$ cat config.mk
export PLATFORM = sky130hd
export DESIGN_NAME = sweep_timer
export DESIGN_NICKNAME = d
export VERILOG_FILES = /design/src/rtl/sweep_timer.sv
export SDC_FILE = /design/constraint.sdc
export NUM_CORES = 1
export LEC_CHECK = 0
export BUFFER_PORTS_ARGS = -buffer_cell sky130_fd_sc_hd__buf_2
export CAP_MARGIN = 5
export CORE_MARGIN = 1
export CORE_UTILIZATION = 30
export CTS_BUF_LIST = sky130_fd_sc_hd__clkbuf_8
export DETAILED_ROUTE_END_ITERATION = 12
export SYNTH_ARGS = -nofsm -noshare
export SYNTH_HDL_FRONTEND = slang
export SYNTH_SLANG_ARGS = --single-unit
$ cat constraint.sdc
create_clock -name CLK -period 2.45 [get_ports CLK]
set_input_delay 0.245 -clock CLK [delete_from_list [all_inputs] [get_ports CLK]]
set_output_delay 0.245 -clock CLK [all_outputs]
set_load 0.01 [all_outputs]
$ cat src/rtl/sweep_timer.sv
// rtl/sweep_timer.sv - per-axis sweep duration recorder/replayer with shared prescaler
module sweep_timer #(
    parameter int WIDTH    = 15,
    parameter int N_AXIS   = 2,
    parameter int PRESCALE = 1
) (
    input  logic                      CLK,
    input  logic                      RESET,
    input  logic [N_AXIS-1:0]         CLR,
    input  logic [N_AXIS-1:0]         REC,
    input  logic [N_AXIS-1:0]         PLAY,
    output logic [N_AXIS-1:0]         RUN,
    output logic [N_AXIS-1:0]         DONE,
    output logic [N_AXIS-1:0]         VALID,
    output logic [N_AXIS-1:0]         OVF,
    output logic [N_AXIS*WIDTH-1:0]   LEN
);

    localparam int PW = (PRESCALE > 1) ? $clog2(PRESCALE) : 1;
    localparam logic [WIDTH-1:0] LEN_MAX = {WIDTH{1'b1}};

    typedef enum logic [1:0] {
        S_IDLE,
        S_RECORD,
        S_HOLD,
        S_REPLAY
    } state_t;

    logic [PW-1:0] pre_q;
    logic          tick;

    // With PRESCALE=1 the counter sits at zero and tick is constantly high.
    assign tick = (pre_q == PW'(PRESCALE - 1));

    always_ff @(posedge CLK or posedge RESET) begin
        if (RESET) begin
            pre_q <= '0;
        end else if (tick) begin
            pre_q <= '0;
        end else begin
            pre_q <= pre_q + PW'(1);
        end
    end

    for (genvar i = 0; i < N_AXIS; i++) begin : g_axis
        state_t           state_q, state_d;
        logic [WIDTH-1:0] len_q, len_d;
        logic [WIDTH-1:0] rem_q, rem_d;
        logic             valid_q, valid_d;
        logic             ovf_q, ovf_d;
        logic             run_q, run_d;
        logic             done_q, done_d;

        always_ff @(posedge CLK or posedge RESET) begin
            if (RESET) begin
                state_q <= S_IDLE;
                len_q   <= '0;
                rem_q   <= '0;
                valid_q <= 1'b0;
                ovf_q   <= 1'b0;
                run_q   <= 1'b0;
                done_q  <= 1'b0;
            end else begin
                state_q <= state_d;
                len_q   <= len_d;
                rem_q   <= rem_d;
                valid_q <= valid_d;
                ovf_q   <= ovf_d;
                run_q   <= run_d;
                done_q  <= done_d;
            end
        end

        // Priority CLR > REC > PLAY; RUN and DONE are registered copies of the next-state decision.
        always_comb begin
            state_d = state_q;
            len_d   = len_q;
            rem_d   = rem_q;
            valid_d = valid_q;
            ovf_d   = ovf_q;
            run_d   = 1'b0;
            done_d  = 1'b0;
            if (CLR[i]) begin
                state_d = S_IDLE;
                len_d   = '0;
                rem_d   = '0;
                valid_d = 1'b0;
                ovf_d   = 1'b0;
            end else if (REC[i]) begin
                if (state_q == S_RECORD) begin
                    if (tick && (len_q != LEN_MAX)) begin
                        len_d = len_q + WIDTH'(1);
                        if (len_d == LEN_MAX) begin
                            ovf_d = 1'b1;
                        end
                    end
                end else begin
                    state_d = S_RECORD;
                    len_d   = '0;
                    rem_d   = '0;
                    valid_d = 1'b0;
                    ovf_d   = 1'b0;
                end
            end else begin
                case (state_q)
                    S_RECORD: begin
                        state_d = S_HOLD;
                        valid_d = 1'b1;
                    end
                    S_IDLE, S_HOLD: begin
                        if (PLAY[i]) begin
                            rem_d = len_q;
                            if (len_q != '0) begin
                                state_d = S_REPLAY;
                                run_d   = 1'b1;
                            end else begin
                                done_d = 1'b1;
                            end
                        end
                    end
                    S_REPLAY: begin
                        run_d = 1'b1;
                        if (tick) begin
                            rem_d = rem_q - WIDTH'(1);
                            if (rem_q == WIDTH'(1)) begin
                                run_d   = 1'b0;
                                done_d  = 1'b1;
                                state_d = valid_q ? S_HOLD : S_IDLE;
                            end
                        end
                    end
                    default: state_d = S_IDLE;
                endcase
            end
        end

        assign RUN[i]                 = run_q;
        assign DONE[i]                = done_q;
        assign VALID[i]               = valid_q;
        assign OVF[i]                 = ovf_q;
        assign LEN[i*WIDTH +: WIDTH]  = len_q;
    end

endmodule

==> results_dict.tcl <==
set metrics [dict create \
    hp-class "in -> reg" \
    synthMostInstantiatedCell "sky130_fd_sc_hd__o21ai_0" \
    worstSkewPairLatency_ns 0.35 \
    final_cell_count_no_fill 807 \
    postSynthCellCount 561 \
    outcome "finished clean" \
    netlist.top_cell.by_area "sky130_fd_sc_hd__dfrtp_1" \
    fin_area_um2 5260 \
    synth_warnings 0 \
    number_of_top_level_pins 46 \
    groute.usage.overall 0.162 \
    p_per_area_nw_per_um2 432 \
    max-cap-violations 0 \
    grt_remaining_overflow 0 \
    chipHeight_um 127 \
    register_area_um2 1800 \
    clock-root-buffer "sky130_fd_sc_hd__clkbuf_8" \
    routed_via_density 5.42 \
    grt_pass1_vias 4241 \
    routabilityCongestion 0.870 \
    achievable-frequency_mhz 451 \
    clkTransAtPathRegs_ns 0.08 \
    post-dp-hpwl_um 8620 \
    layout.nets 612 \
    irDropWorstVdd_mv 0.237 \
    synth.ff_latch_count 72 \
    setup.worst_path.end_class "register" \
    remaining_drc_errors 0 \
    timing.setup.tns_ns 0 \
    routed_wl_um 12400 \
    area.growth.synth_to_final_pct 12.2 \
    crit_path_start_kind "register" \
    post_synth_most_frequent_cells "sky130_fd_sc_hd__o21ai_0 (80), sky130_fd_sc_hd__dfrtp_1 (72), sky130_fd_sc_hd__a21oi_1 (55), sky130_fd_sc_hd__nor2_1 (50), sky130_fd_sc_hd__nand2_1 (45)" \
    ys.flop_type "sky130_fd_sc_hd__dfrtp_1" \
    dpl-instance-area_um2 5080 \
    postRouteAntennaNets 0 \
    setup_viol 0 \
    antenna-diode-count 0 \
    finClkSkew_ns 0.00769 \
    slew_viol_final 0 \
    ctsLongestPathBuffers 2 \
    htree_levels 3 \
    cellLeakagePower_nw 2.24 \
    unrepaired_setup_endpoints_after_global_routing "no" \
    required_time_at_the_worst_slack_endpoint_ns 2.67 \
    cts.sinks 72 \
    multi_input_area_um2 2570 \
    synthesis.nets 579 \
    initial_standard_cell_utilization_of_the_core 0.307 \
    ys_types 65 \
    core-area_um2 15300 \
    global_route_wire_length_before_repair_um 21400 \
    floorplan.die_area_um2 16100 \
    route.vias.total 4374 \
    highest_net_fanout_along_the_worst_path 9 \
    cts_made_buffers 9 \
    post_cts_resize_count 0 \
    grt_antenna_before_repair 0 \
    synth-async-reset-ratio 1.00 \
    port-buffer-count 45 \
    wl_per_cell_um 15.4 \
    layout-drive-gt1-share 0.168 \
    postCtsHoldBufs 1 \
    timing_worst_setup_path_type "reg -> reg" \
    max_slew_margin 0.526 \
    drt_pass1_iterations 5 \
    synth_area_leaders "sky130_fd_sc_hd__dfrtp_1 (38%), sky130_fd_sc_hd__o21ai_0 (8.5%), sky130_fd_sc_hd__a21oi_1 (5.9%)" \
    period_share 0.905 \
    period_needed_ns 2.22 \
    post_synth_design_cell_area_um2 4690 \
    yosysTopAreaCellShare 0.384 \
    finalHoldViolations 0 \
    drt_iter0_markers 322 \
    post-place-cells 792 \
    synth_area_per_cell_um2 8.36 \
    layout.filler_cells 1570 \
    post-cts-setup-buffer-count 0 \
    post-layout-total-power_mw 2.27 \
    finalCoreUtilization 0.345 \
    ys_seq_area_frac 0.384 \
    synth_enable_flop_cells 0 \
    chipWidth_um 127 \
    worstMarginPinSlew_ns 0.709 \
    grt_max_degree 73 \
    cts_tree "done" \
    cp.arrival_ns 2.43 \
    std_cell_rows 45 \
]
## critical path, cell delays in order (launching register included)
cell and delay, ns:
sky130_fd_sc_hd__dfrtp_1 0.48, sky130_fd_sc_hd__ha_1 0.36, sky130_fd_sc_hd__nand4_1 0.16, sky130_fd_sc_hd__nor4_2 0.40, sky130_fd_sc_hd__a31o_2 0.22, sky130_fd_sc_hd__or2_1 0.34, sky130_fd_sc_hd__o31ai_1 0.13
## state kept, by name, indices dropped and copies added, names as in the netlist
signal	count
g_axis.len_q	30
g_axis.rem_q	30
g_axis.state_q	4
g_axis.done_q	2
g_axis.ovf_q	2
g_axis.run_q	2
g_axis.valid_q	2
## cells by family (layout without fill, tap and decap cells)
logic type / after synthesis / after routing / share of synthesized area
XOR/XNOR: 10 / 10 / 0.0187
AND/OR/NAND/NOR: 209 / 209 / 0.253
multiplexers: 4 / 4 / 0.00854
flip-flops: 72 / 72 / 0.384
AO/OA/AOI/OAI: 193 / 193 / 0.241
adder cells (fa/ha/maj): 10 / 10 / 0.0267
buffers and inverters: 63 / 98 / 0.0680
## worst paths after layout
check / from / end / slack [ns] / cells past startpoint
worst max register to register: g_axis[0].len_q[0] / g_axis[0].len_q[6] / 0.23 / 6
max in group asynchronous: RESET / g_axis[1].len_q[6] / 1.60 / 4
min in group asynchronous: RESET / g_axis[0].state_q[1] / 0.52 / 4
worst min-delay path: CLR[0] / g_axis[0].state_q[0] / 0.10 / 2
worst min register to register: g_axis[0].ovf_q / g_axis[0].ovf_q / 0.48 / 2
worst max-delay path: g_axis[0].len_q[0] / g_axis[0].len_q[6] / 0.23 / 6
## placed cells by master, fill, tap and decap left out, types with 3 or more instances in the layout
cell | netlist | final
sky130_fd_sc_hd__a31oi_1 | 3 | 3
sky130_fd_sc_hd__and2_1 | 5 | 5
sky130_fd_sc_hd__clkbuf_8 | 0 | 11
sky130_fd_sc_hd__xor2_1 | 6 | 6
sky130_fd_sc_hd__nor2b_1 | 3 | 3
sky130_fd_sc_hd__and3_1 | 13 | 13
sky130_fd_sc_hd__nand2_1 | 45 | 45
sky130_fd_sc_hd__o21a_1 | 3 | 3
sky130_fd_sc_hd__o31ai_1 | 10 | 10
sky130_fd_sc_hd__nand4_1 | 12 | 12
sky130_fd_sc_hd__xnor2_1 | 4 | 4
sky130_fd_sc_hd__a21oi_1 | 55 | 55
sky130_fd_sc_hd__nand3_2 | 3 | 3
sky130_fd_sc_hd__buf_2 | 11 | 45
sky130_fd_sc_hd__nor4_4 | 3 | 3
sky130_fd_sc_hd__dfrtp_1 | 72 | 72
sky130_fd_sc_hd__a22oi_1 | 7 | 7
sky130_fd_sc_hd__nor3b_1 | 3 | 3
sky130_fd_sc_hd__o21ai_1 | 7 | 7
sky130_fd_sc_hd__nor3_1 | 17 | 17
sky130_fd_sc_hd__or3_1 | 6 | 6
sky130_fd_sc_hd__ha_1 | 10 | 10
sky130_fd_sc_hd__nor2_1 | 50 | 50
sky130_fd_sc_hd__nand2b_1 | 6 | 6
sky130_fd_sc_hd__nand3_1 | 10 | 10
sky130_fd_sc_hd__a211oi_1 | 3 | 3
sky130_fd_sc_hd__or4_4 | 3 | 3
sky130_fd_sc_hd__mux2i_1 | 4 | 4
sky130_fd_sc_hd__o21ai_0 | 80 | 80
sky130_fd_sc_hd__nor4_1 | 12 | 12
sky130_fd_sc_hd__inv_1 | 20 | 20
sky130_fd_sc_hd__buf_4 | 16 | 17
sky130_fd_sc_hd__a22o_1 | 3 | 3
## layout make-up
| class | count | share of cell area |
|---|---|---|
| clock buffers | 11 | 0.0288 |
| multi-input cells | 426 | 0.488 |
| clock inverters | 2 | 0.00166 |
| flip-flops and latches | 72 | 0.342 |
| inverters | 20 | 0.0143 |
| repair buffers | 65 | 0.0742 |
| well taps | 211 | 0.0502 |
## stage by stage
stage	worst slack, ns	hold WS (ns)
5_1_grt	0.0475	0.104
3_3_place_gp	0.288	0.369
4_1_cts	0.127	0.0931
2_1_floorplan	0.380	0.308
3_5_place_dp	0.128	0.374
6_report	0.234	0.104
## layer usage
metal / global-route usage / share of wire
met1: 0.209 / 0.45
met2: 0.282 / 0.49
met3: 0.0310 / 0.046
met4: 0.0371 / 0.0078
met5: 0 / 0
## power by group
group,leakage [nW],total (mW),switching (mW),internal (mW)
Combinational,1.15,0.217,0.142,0.0743
Sequential,1.00,1.22,0.0186,1.20
Clock,0.0883,0.838,0.436,0.401
Note: power is estimated with default switching activity, not from simulation.
